**src/rtl/vga_pkg.sv**
```systemverilog
// VGA timing constants and bus widths for the 1024x768 pixel pipeline.
package vga_pkg;
    localparam int unsigned H_RES = 1024;
    localparam int unsigned V_RES = 768;
    localparam int unsigned HC_W  = 11;
    localparam int unsigned RGB_W = 12;
endpackage

```
**src/rtl/game_pkg.sv**
```systemverilog
// Pipe geometry, colours, position types and gap/reset helpers for draw_pipes.
package game_pkg;
    import vga_pkg::*;

    localparam int unsigned NUM_PIPES = 3;
    localparam int unsigned PIPE_W    = 96;
    localparam int unsigned EDGE_W    = 4;
    localparam int unsigned GAP_H     = 200;
    localparam int unsigned GAP_MIN   = 64;
    localparam int unsigned SPACING   = 384;
    localparam int unsigned SPEED     = 4;
    localparam int unsigned BIRD_X    = 256;
    localparam int unsigned X_W       = 12;
    localparam int unsigned GAP_W     = 10;

    localparam logic [RGB_W-1:0] PIPE_RGB  = 12'h0A0;
    localparam logic [RGB_W-1:0] EDGE_RGB  = 12'h060;
    localparam logic [15:0]      LFSR_SEED = 16'hACE1;

    typedef logic signed [X_W-1:0] pipe_x_t;
    typedef logic [GAP_W-1:0]      gap_t;

    // Reset/restart left edge of pipe i: staggered off the right edge.
    function automatic pipe_x_t x_rst(input int unsigned i);
        return pipe_x_t'(H_RES + i * SPACING);
    endfunction

    // Reset/restart gap top of pipe i.
    function automatic gap_t gap_rst(input int unsigned i);
        return gap_t'(GAP_MIN + 64 * i);
    endfunction

    // Gap for a respawning pipe: per-pipe rotated LFSR slice folded into 64..447.
    function automatic gap_t new_gap(input logic [15:0] lfsr, input int unsigned i);
        logic [15:0] rot;
        logic [8:0]  r;
        rot = (lfsr << (3 * i)) | (lfsr >> (16 - 3 * i));
        r   = rot[8:0];
        if (r >= 9'd384) begin
            r = r - 9'd256;
        end
        return gap_t'(GAP_MIN) + gap_t'(r);
    endfunction
endpackage

```
**src/rtl/vga_if.sv**
```systemverilog
// VGA pixel stream bundle: timing counters, sync/blank flags and rgb.
interface vga_if;
    import vga_pkg::*;
    logic [HC_W-1:0]  hcount;
    logic [HC_W-1:0]  vcount;
    logic             hsync;
    logic             vsync;
    logic             hblnk;
    logic             vblnk;
    logic [RGB_W-1:0] rgb;

    modport in  (input  hcount, vcount, hsync, vsync, hblnk, vblnk, rgb);
    modport out (output hcount, vcount, hsync, vsync, hblnk, vblnk, rgb);
endinterface

```
**src/rtl/lfsr16.sv**
```systemverilog
// 16-bit Fibonacci LFSR, taps x^16+x^14+x^13+x^11, advancing once per step pulse.
// Ports: clk, rst_n (async active-low), step (advance enable), state (current value).
module lfsr16 #(
    parameter logic [15:0] SEED = 16'hACE1
) (
    input  logic        clk,
    input  logic        rst_n,
    input  logic        step,
    output logic [15:0] state
);
    logic [15:0] state_q;
    logic [15:0] state_d;

    always_comb begin
        state_d = state_q;
        if (step) begin
            state_d = {state_q[0] ^ state_q[2] ^ state_q[3] ^ state_q[5], state_q[15:1]};
        end
    end

    always_ff @(posedge clk or negedge rst_n) begin
        if (!rst_n) begin
            state_q <= SEED;
        end else begin
            state_q <= state_d;
        end
    end

    assign state = state_q;
endmodule

```
**src/rtl/draw_pipes.sv**
```systemverilog
// Overlays scrolling pipe pairs on the background pixel stream (1-cycle latency).
// Ports: clk, rst_n (async active-low), enable (scroll enable), restart (sync
// position reload), vin (background stream), vout (composited stream),
// pipe_px (vout pixel belongs to a pipe), score_pulse (pipe cleared BIRD_X).
module draw_pipes
    import vga_pkg::*;
    import game_pkg::*;
(
    input  logic clk,
    input  logic rst_n,
    input  logic enable,
    input  logic restart,
    vga_if.in    vin,
    vga_if.out   vout,
    output logic pipe_px,
    output logic score_pulse
);
    // 13-bit signed workspace so off-screen left edges compare correctly with hcount.
    typedef logic signed [12:0] px_t;

    localparam px_t     PW13      = px_t'(PIPE_W);
    localparam px_t     EW13      = px_t'(EDGE_W);
    localparam pipe_x_t RESPAWN_X = -pipe_x_t'(PIPE_W);
    // Pipe right edge crosses BIRD_X when its left edge crosses BIRD_X-PIPE_W.
    localparam pipe_x_t SCORE_X   = pipe_x_t'(BIRD_X - PIPE_W);

    pipe_x_t x_q   [NUM_PIPES];
    pipe_x_t x_d   [NUM_PIPES];
    pipe_x_t nx    [NUM_PIPES];
    gap_t    gap_q [NUM_PIPES];
    gap_t    gap_d [NUM_PIPES];
    px_t     xl    [NUM_PIPES];
    px_t     hc;

    logic             prev_vblnk_q;
    logic             frame_evt;
    logic [15:0]      lfsr;
    logic             score_q, score_d;
    logic [NUM_PIPES-1:0] hit, lip;

    logic [HC_W-1:0]  hcount_q, vcount_q;
    logic             hsync_q, vsync_q, hblnk_q, vblnk_q;
    logic [RGB_W-1:0] rgb_q, rgb_d;
    logic             pipe_px_q, pipe_px_d;

    assign frame_evt = vin.vblnk && !prev_vblnk_q;

    lfsr16 #(.SEED(LFSR_SEED)) u_lfsr (
        .clk   (clk),
        .rst_n (rst_n),
        .step  (frame_evt),
        .state (lfsr)
    );

    // Per-frame scroll, respawn and score detection; restart overrides the frame.
    always_comb begin
        score_d = 1'b0;
        for (int unsigned i = 0; i < NUM_PIPES; i++) begin
            nx[i]    = x_q[i] - pipe_x_t'(SPEED);
            x_d[i]   = x_q[i];
            gap_d[i] = gap_q[i];
            if (restart) begin
                x_d[i]   = x_rst(i);
                gap_d[i] = gap_rst(i);
            end else if (frame_evt && enable) begin
                if (nx[i] <= RESPAWN_X) begin
                    x_d[i]   = nx[i] + pipe_x_t'(NUM_PIPES * SPACING);
                    gap_d[i] = new_gap(lfsr, i);
                end else begin
                    x_d[i] = nx[i];
                end
                if ((x_q[i] > SCORE_X) && (nx[i] <= SCORE_X)) begin
                    score_d = 1'b1;
                end
            end
        end
    end

    // Pixel hit/lip test against the current frame's geometry.
    always_comb begin
        hc = px_t'({2'b00, vin.hcount});
        for (int unsigned i = 0; i < NUM_PIPES; i++) begin
            xl[i]  = px_t'(x_q[i]);
            hit[i] = (hc >= xl[i]) && (hc < xl[i] + PW13) &&
                     ((vin.vcount < HC_W'(gap_q[i])) ||
                      (vin.vcount >= HC_W'(gap_q[i]) + HC_W'(GAP_H)));
            lip[i] = hit[i] && ((hc < xl[i] + EW13) || (hc >= xl[i] + PW13 - EW13));
        end
        rgb_d     = vin.rgb;
        pipe_px_d = 1'b0;
        if (!(vin.hblnk || vin.vblnk)) begin
            pipe_px_d = |hit;
            if (|lip) begin
                rgb_d = EDGE_RGB;
            end else if (|hit) begin
                rgb_d = PIPE_RGB;
            end
        end
    end

    always_ff @(posedge clk or negedge rst_n) begin
        if (!rst_n) begin
            for (int unsigned i = 0; i < NUM_PIPES; i++) begin
                x_q[i]   <= x_rst(i);
                gap_q[i] <= gap_rst(i);
            end
            prev_vblnk_q <= 1'b0;
            score_q      <= 1'b0;
            hcount_q     <= '0;
            vcount_q     <= '0;
            hsync_q      <= 1'b0;
            vsync_q      <= 1'b0;
            hblnk_q      <= 1'b0;
            vblnk_q      <= 1'b0;
            rgb_q        <= '0;
            pipe_px_q    <= 1'b0;
        end else begin
            for (int unsigned i = 0; i < NUM_PIPES; i++) begin
                x_q[i]   <= x_d[i];
                gap_q[i] <= gap_d[i];
            end
            prev_vblnk_q <= vin.vblnk;
            score_q      <= score_d;
            hcount_q     <= vin.hcount;
            vcount_q     <= vin.vcount;
            hsync_q      <= vin.hsync;
            vsync_q      <= vin.vsync;
            hblnk_q      <= vin.hblnk;
            vblnk_q      <= vin.vblnk;
            rgb_q        <= rgb_d;
            pipe_px_q    <= pipe_px_d;
        end
    end

    assign vout.hcount = hcount_q;
    assign vout.vcount = vcount_q;
    assign vout.hsync  = hsync_q;
    assign vout.vsync  = vsync_q;
    assign vout.hblnk  = hblnk_q;
    assign vout.vblnk  = vblnk_q;
    assign vout.rgb    = rgb_q;
    assign pipe_px     = pipe_px_q;
    assign score_pulse = score_q;
endmodule

```
**src/flat_wrapper.sv**
```systemverilog
// flat-port wrapper written by rule: the top's interface ports become plain ports
module draw_pipes_flat import vga_pkg::*; import game_pkg::*;
  (clk, rst_n, enable, restart, pipe_px, score_pulse, vin_hcount, vin_vcount, vin_hsync, vin_vsync, vin_hblnk, vin_vblnk, vin_rgb, vout_hcount, vout_vcount, vout_hsync, vout_vsync, vout_hblnk, vout_vblnk, vout_rgb);
  vga_if vin_i ();
  vga_if vout_i ();
  input  logic clk;
  input  logic rst_n;
  input  logic enable;
  input  logic restart;
  output logic pipe_px;
  output logic score_pulse;
  input wire logic [$bits(vin_i.hcount)-1:0] vin_hcount;
  input wire logic [$bits(vin_i.vcount)-1:0] vin_vcount;
  input wire logic [$bits(vin_i.hsync)-1:0] vin_hsync;
  input wire logic [$bits(vin_i.vsync)-1:0] vin_vsync;
  input wire logic [$bits(vin_i.hblnk)-1:0] vin_hblnk;
  input wire logic [$bits(vin_i.vblnk)-1:0] vin_vblnk;
  input wire logic [$bits(vin_i.rgb)-1:0] vin_rgb;
  output wire logic [$bits(vout_i.hcount)-1:0] vout_hcount;
  output wire logic [$bits(vout_i.vcount)-1:0] vout_vcount;
  output wire logic [$bits(vout_i.hsync)-1:0] vout_hsync;
  output wire logic [$bits(vout_i.vsync)-1:0] vout_vsync;
  output wire logic [$bits(vout_i.hblnk)-1:0] vout_hblnk;
  output wire logic [$bits(vout_i.vblnk)-1:0] vout_vblnk;
  output wire logic [$bits(vout_i.rgb)-1:0] vout_rgb;
  assign vin_i.hcount = vin_hcount;
  assign vin_i.vcount = vin_vcount;
  assign vin_i.hsync = vin_hsync;
  assign vin_i.vsync = vin_vsync;
  assign vin_i.hblnk = vin_hblnk;
  assign vin_i.vblnk = vin_vblnk;
  assign vin_i.rgb = vin_rgb;
  assign vout_hcount = vout_i.hcount;
  assign vout_vcount = vout_i.vcount;
  assign vout_hsync = vout_i.hsync;
  assign vout_vsync = vout_i.vsync;
  assign vout_hblnk = vout_i.hblnk;
  assign vout_vblnk = vout_i.vblnk;
  assign vout_rgb = vout_i.rgb;
  draw_pipes u_core (.clk(clk), .rst_n(rst_n), .enable(enable), .restart(restart), .vin(vin_i), .vout(vout_i), .pipe_px(pipe_px), .score_pulse(score_pulse));
endmodule
```
**config.mk**
```make
export PLATFORM = sky130hd
export DESIGN_NAME = draw_pipes_flat
export DESIGN_NICKNAME = d
export VERILOG_FILES = /design/src/rtl/vga_pkg.sv /design/src/rtl/game_pkg.sv /design/src/rtl/vga_if.sv /design/src/rtl/lfsr16.sv /design/src/rtl/draw_pipes.sv /design/src/flat_wrapper.sv
export SDC_FILE = /design/constraint.sdc
export NUM_CORES = 1
export LEC_CHECK = 0
export ABC_CLOCK_PERIOD_IN_PS = 3820
export CORE_UTILIZATION = 30
export DETAILED_ROUTE_END_ITERATION = 8
export GPL_TIMING_DRIVEN = 0
export HOLD_SLACK_MARGIN = 0.06
export PLACE_DENSITY = 0.5
export REMOVE_ABC_BUFFERS = 1
export SYNTH_ARGS = -nofsm -noshare
export SYNTH_HDL_FRONTEND = slang
export SYNTH_SLANG_ARGS = --single-unit
```
**constraint.sdc**
```tcl
create_clock -name clk -period 3.82 [get_ports clk]
set_clock_uncertainty 0.1 [all_clocks]
set_input_delay 0.382 -clock clk [delete_from_list [all_inputs] [get_ports clk]]
set_output_delay 0.382 -clock clk [all_outputs]
set_load 0.05 [all_outputs]
```
Yosys cells after proc, flatten, opt, wreduce, memory -nomap -nowiden
Cells that the tools add are included.
{"block": "op_classes", "add_sub_neg": 24, "magnitude_cmp": 30, "n_mux": 43, "bitwise": 5, "reduce_logical": 31}
{"operator": "12-bit two-way mux", "n": 12}
{"operator": "9-bit two-way mux", "n": 12}
{"operator": "10-bit two-way mux", "n": 9}
{"operator": "12-bit by 13-bit less-than comparator with 1-bit output", "n": 6}
{"operator": "12-bit by 4-bit adder with 13-bit output, second input constant", "n": 3}
{"operator": "12-bit by 8-bit adder with 13-bit output, second input constant", "n": 3}
{"operator": "12-bit by 13-bit greater-or-equal comparator with 1-bit output", "n": 3}
{"operator": "13-bit by 4-bit subtractor with 13-bit output, second input constant", "n": 3}
{"operator": "12-bit adder, second input constant", "n": 3}
{"operator": "12-bit greater-or-equal comparator", "n": 3}
{"operator": "12-bit by 9-bit > comparator with 1-bit output, second input constant", "n": 3}
{"operator": "12-bit by 8-bit <= comparator with 1-bit output, second input constant", "n": 3}
{"operator": "12-bit by 9-bit <= comparator with 1-bit output, second input constant", "n": 3}
{"operator": "12-bit by 4-bit subtractor with 12-bit output, second input constant", "n": 3}
{"operator": "10-bit by 8-bit adder with 11-bit output, second input constant", "n": 3}
{"operator": "11-bit greater-or-equal comparator", "n": 3}
{"operator": "11-bit by 10-bit less-than comparator with 1-bit output", "n": 3}
{"operator": "7-bit by 9-bit adder with 10-bit output, first input constant", "n": 3}
{"operator": "9-bit greater-or-equal comparator, second input constant", "n": 3}
{"operator": "9-bit subtractor, second input constant", "n": 3}
{"operator": "1-bit logical AND", "n": 14}
{"operator": "1-bit two-way mux", "n": 10}
{"operator": "9-bit by 3-bit OR with 9-bit output", "n": 1}
{"operator": "9-bit by 6-bit OR with 9-bit output", "n": 1}
{"operator": "other kinds (6)", "n": 20}
{"block": "totals", "regBits": 122, "output_inout_bits": 40, "wordCells": 149}

Logic depth before layout (Yosys ltp)
{"block": "depth", "depth_word": 12, "ltp_mapped": 15}

Hierarchy
A second synthesis with hierarchy kept.
{"block": "hier_totals", "cells_unflattened": 1237, "hier_area_um2": 10994.3}
{"mod": "draw_pipes", "n_inst": 1, "cells_each": 1199, "area_per_inst_um2": 10318.6, "seq_area_each_um2": 2516.2}
{"mod": "lfsr16", "n_inst": 1, "cells_each": 38, "area_per_inst_um2": 675.6, "seq_area_each_um2": 410.4}

Worst setup path after synthesis
No wires, ideal clock.
{"block": "synth_path", "kind": "flip-flop to flip-flop", "from": "register u_core.x_q[5] (netlist name)", "to": "register u_core.rgb_q[6] (netlist: u_core.vout.rgb[6])", "setup_ns": 0.126, "t_arrival_ns": 3.787, "slack_ns": -0.193, "stages_incl_launch_ff": 15, "n_path_buf": 1, "synth_period_minus_slack_ns": 4.013, "cell_sequence": "dfrtp_1 -> clkbuf_1 -> clkinv_1 -> ha_1 -> or4b_2 -> a21oi_1 -> o21ai_0 -> xnor2_1 -> ha_1 -> o211a_1 -> o21ai_0 -> a21oi_1 -> or4_1 -> a22o_1 -> a221o_1"}
{"block": "synth_between", "elab_chain_cells": 8}
{"element": "from (decl)", "line_no": "draw_pipes.sv:27", "rtl": "pipe_x_t x_q [NUM_PIPES];"}
{"element": "from (signal, indexed assignment)", "line_no": "draw_pipes.sv:104", "rtl": "x_q[i] <= x_rst(i);"}
{"element": "from (signal, indexed assignment)", "line_no": "draw_pipes.sv:119", "rtl": "x_q[i] <= x_d[i];"}
{"element": "12-bit by 8-bit adder with 13-bit output", "line_no": "draw_pipes.sv:84, draw_pipes.sv:87"}
{"element": "13-bit by 4-bit subtractor with 13-bit output / 12-bit by 13-bit less-than comparator with 1-bit output (equally long branches)", "line_no": "draw_pipes.sv:87, draw_pipes.sv:84"}
{"element": "12-bit by 13-bit greater-or-equal comparator with 1-bit output / 1-bit logical AND (equally long branches)", "line_no": "draw_pipes.sv:87, draw_pipes.sv:84"}
{"element": "1-bit logical OR / 1-bit logical AND (equally long branches)", "line_no": "draw_pipes.sv:87, draw_pipes.sv:84"}
{"element": "1-bit logical AND / 3-bit OR reduction (equally long branches)", "line_no": "draw_pipes.sv:87, draw_pipes.sv:95"}
{"element": "3-bit OR reduction / 12-bit two-way mux (equally long branches)", "line_no": "draw_pipes.sv:93, draw_pipes.sv:95"}
{"element": "12-bit two-way mux (*)", "line_no": "draw_pipes.sv:93", "rtl": "if (|lip) begin"}
{"element": "12-bit two-way mux (*)", "line_no": "draw_pipes.sv:91", "rtl": "if (!(vin.hblnk || vin.vblnk)) begin"}
{"element": "net u_core.rgb_d[6]", "line_no": "draw_pipes.sv:43", "rtl": "logic [RGB_W-1:0] rgb_q, rgb_d;"}
{"element": "to (signal assigned)", "line_no": "draw_pipes.sv:130", "rtl": "rgb_q <= rgb_d;"}
{"element": "to (decl)", "line_no": "draw_pipes.sv:43"}
The timed path passes the listed nets; every way through them passes the cells marked *.
A chain may end at the register's enable or synchronous reset.

Final worst setup path
{"block": "layout_path", "from": "register u_core.x_q[6] (netlist name)", "to": "register u_core.rgb_q[6] (netlist: u_core.vout.rgb[6])"}
Same word-level chain as after synthesis.

==> results.py <==
metrics = {
    "outcome": {
        "status": "completed",
    },
    "sta": {
        "fin_ws_ns": 0.195,
        "min_period_ns": 3.63,
        "whs_ns": 0.292,
        "timing.final.crit_share": 0.949,
        "max-slew-margin-rel": 0.147,
        "worstMarginPinSlew_ns": 1.28,
        "timing.fmax_mhz": 276,
        "tns_ns": 0,
        "hold_violations": 0,
        "drv_slew": 0,
        "rsz0062_at_grt": "no",
        "setup_viol": 0,
    },
    "logic_synthesis": {
        "synth_cell_type_count": 86,
        "netlist_area_um2": 10800,
        "ys.flop_type": "dfrtp_1",
        "async_flop_share": 1.00,
        "syn_avg_cell_area_um2": 8.96,
        "seq_area_frac_synth": 0.271,
        "synthCells": 1203,
        "synth_edf_count": 0,
        "yosys_warnings": 0,
        "synth_seq_cells": 116,
    },
    "critical_path": {
        "cp_max_fo": 6,
        "crit_arrival_ns": 3.82,
        "end_kind": "register",
        "path_class": "reg2reg",
        "cp-start-kind": "register",
        "cp.required_ns": 4.02,
    },
    "clocking": {
        "clk_latency_ns": 0.44,
        "htreeDepth": 4,
        "tritoncts": "done",
        "clk_pin_slew_ns": 0.06,
        "cts_made_buffers": 17,
        "cts_root_buffer": "clkbuf_16",
        "clock_path_buffers": 2,
        "cts.sinks": 116,
    },
    "power_and_ir_drop": {
        "leakage_uw": 0.00552,
        "power_density_nw_per_um2": 368,
        "p_int_uw": 3130,
        "switching_share": 0.341,
        "combPwrFrac": 0.292,
        "p_seq_frac": 0.328,
        "power_frac_clock": 0.379,
        "switching_power_uw": 1620,
        "peakVddDrop_uv": 271,
    },
    "routing": {
        "num_vias": 9021,
        "dr.pass1.iters": 4,
        "drtIter0Drc": 471,
        "drtAntennaViolNets": 0,
        "wire_per_inst_um": 17.1,
        "drc": 0,
        "viasPerCell": 5.17,
        "routed_wl_mm": 29.9,
    },
    "die": {
        "fp.dieW_um": 192,
        "start_util": 0.304,
        "num_io_pins": 82,
        "die_y_um": 192,
        "core_um2": 35500,
        "dieArea_um2": 36700,
        "rows": 69,
    },
    "finish": {
        "synthToLayoutAreaGrowth_pct": 19.8,
        "nets": 1494,
        "drive_gt1_frac": 0.114,
        "layout_commonest_cell": "ha_1",
        "diodes": 0,
        "layout_common_cells": "ha_1, xnor2_1, nor2_1",
        "final_cell_count_no_fill": 1745,
    },
    "global_routing": {
        "grt_overflow": 0,
        "grt_max_degree": 60,
        "grt_usage": 0.170,
        "grt_pass1_wl_mm": 48.8,
        "first_global_vias": 9080,
        "antenna_found_initial": 0,
    },
    "placement": {
        "post-dp-hpwl_mm": 21.9,
        "gp_congestion": 0.834,
        "dp_cells": 1695,
        "place_ws_ns": -0.908,
        "io_buffers": 81,
    },
    "min_path": {
        "hold_path_class": "in2reg",
    },
    "run": {
        "drv_cap": 0,
    },
}
## final timing paths
| check | startpoint | to | slack (ns) | cells past startpoint |
|---|---|---|---|---|
| max | u_core.x_q[6] | u_core.vout.rgb[6] | 0.19 | 13 |
| min | vin_hcount[1] | u_core.vout.hcount[1] | 0.29 | 1 |
| max reg2reg | u_core.x_q[6] | u_core.vout.rgb[6] | 0.19 | 13 |
| min reg2reg | u_core.u_lfsr.state[7] | u_core.u_lfsr.state[6] | 0.41 | 2 |
| max in group asynchronous | rst_n | u_core.gap_q[17] | 2.50 | 3 |
| min in group asynchronous | rst_n | u_core.x_q[27] | 0.36 | 2 |
## cell families (layout without fill, tap and decap cells)
group                    after synthesis  after routing  share of synthesized area
AND/OR/NAND/NOR                      348            348                      0.168
AO/OA/AOI/OAI                        286            286                      0.179
flip-flops                           116            116                      0.271
XOR/XNOR                             108            108                     0.0877
adder cells (fa/ha/maj)              183            183                      0.212
multiplexers                          29             29                     0.0282
buffers and inverters                133            214                     0.0540
## area by class of cell
type                            count  area (um2)
Clock buffer                       21         470
Timing Repair Buffer              103        1030
Multi-Input combinational cell    954        7420
Fill cell                        3623       22600
Inverter                           79         308
Sequential cell                   116        2950
Tap cell                          461         577
Clock inverter                     11         173
## critical path, cell delays in order, from the launching register on
cell and delay [ns]:
dfrtp_2 0.39, clkinvlp_4 0.14, ha_4 0.20, or4b_2 0.62, a21oi_2 0.15, o21ai_0 0.11
xnor2_1 0.22, ha_1 0.26, o211a_1 0.13, o21ai_0 0.08, a21oi_1 0.08, or4_1 0.43
a22o_1 0.25, a221o_1 0.32
## metrics by stage
stage / cell area (um2) / total power (uW) / util
finish: 12900 / 4750 / 0.364
global route: 12900 / 5030 / 0.364
CTS: 12700 / 4770 / 0.359
detailed placement: 12000 / 2910 / 0.337
global placement: 11900 / 2890 / 0.335
floorplan: 10500 / 2430 / -
## per-layer routing
layer	routed length (um)	vias to the layer above	track usage
li1	-	4488	-
met3	1130	41	0.0267
met1	14400	4313	0.227
met5	0	-	0
met4	541	0	0.0531
met2	13800	179	0.280
## power groups by stage
| stage | sequential (uW) | clock, uW | combinational (uW) |
|---|---|---|---|
| floorplan | 1630 | 0 | 808 |
| global placement | 1580 | 0 | 1310 |
| detailed placement | 1580 | 0 | 1330 |
| CTS | 1560 | 1840 | 1370 |
| global route | 1590 | 1890 | 1550 |
| finish | 1560 | 1800 | 1390 |
## sequential cells by signal, indices dropped and copies added (netlist names)
name	flops
u_core.x_q	30
u_core.vout.hblnk	1
u_core.gap_q	30
u_core.vout.hcount	11
u_core.u_lfsr.state	16
u_core.vout.vcount	11
u_core.score_pulse	1
u_core.prev_vblnk_q	1
u_core.vout.vsync	1
u_core.vout.rgb	12
u_core.pipe_px	1
u_core.vout.hsync	1
## repair_timing
item | CTS | global route
resized for setup | 26 | 25
endpoints found under the setup margin | 48 | 35
endpoints found under the hold margin | 43 | 0
hold buffers | 1 | 0
pin swaps | 3 | 7
buffers inserted | 5 | 12
## cells in the mapped netlist, types with 5 or more instances
library cell    n  share of area
a2111oi_0       8         0.0065
nand2b_1       19          0.011
nand2_1        65          0.023
o2111ai_1       5         0.0041
nor2_1         91          0.032
xnor2_1        95          0.077
and3_1         12         0.0070
a211o_1        12         0.0097
xor2_1         13          0.011
inv_1          75          0.026
mux2i_1        18          0.017
a31oi_1        11         0.0064
dfrtp_1        97           0.23
clkbuf_1       34          0.012
or3_1          11         0.0064
or2_2           5         0.0029
ha_1          181           0.21
mux2_2         11          0.011
a21o_1         17          0.012
nand4_1        12         0.0070
nor2b_1        10         0.0058
dfstp_2        19          0.046
nand3_1        35          0.016
o31ai_1         6         0.0042
o211ai_1        9         0.0063
o21a_1         13         0.0090
nor4_1         10         0.0058
and2_1         14         0.0081
o221ai_1        6         0.0049
buf_6           7         0.0073
a21oi_1        72          0.033
a211oi_1       22          0.015
nor3_1         27          0.013
o21ai_0        64          0.030
(Power assumes the default switching activity.)
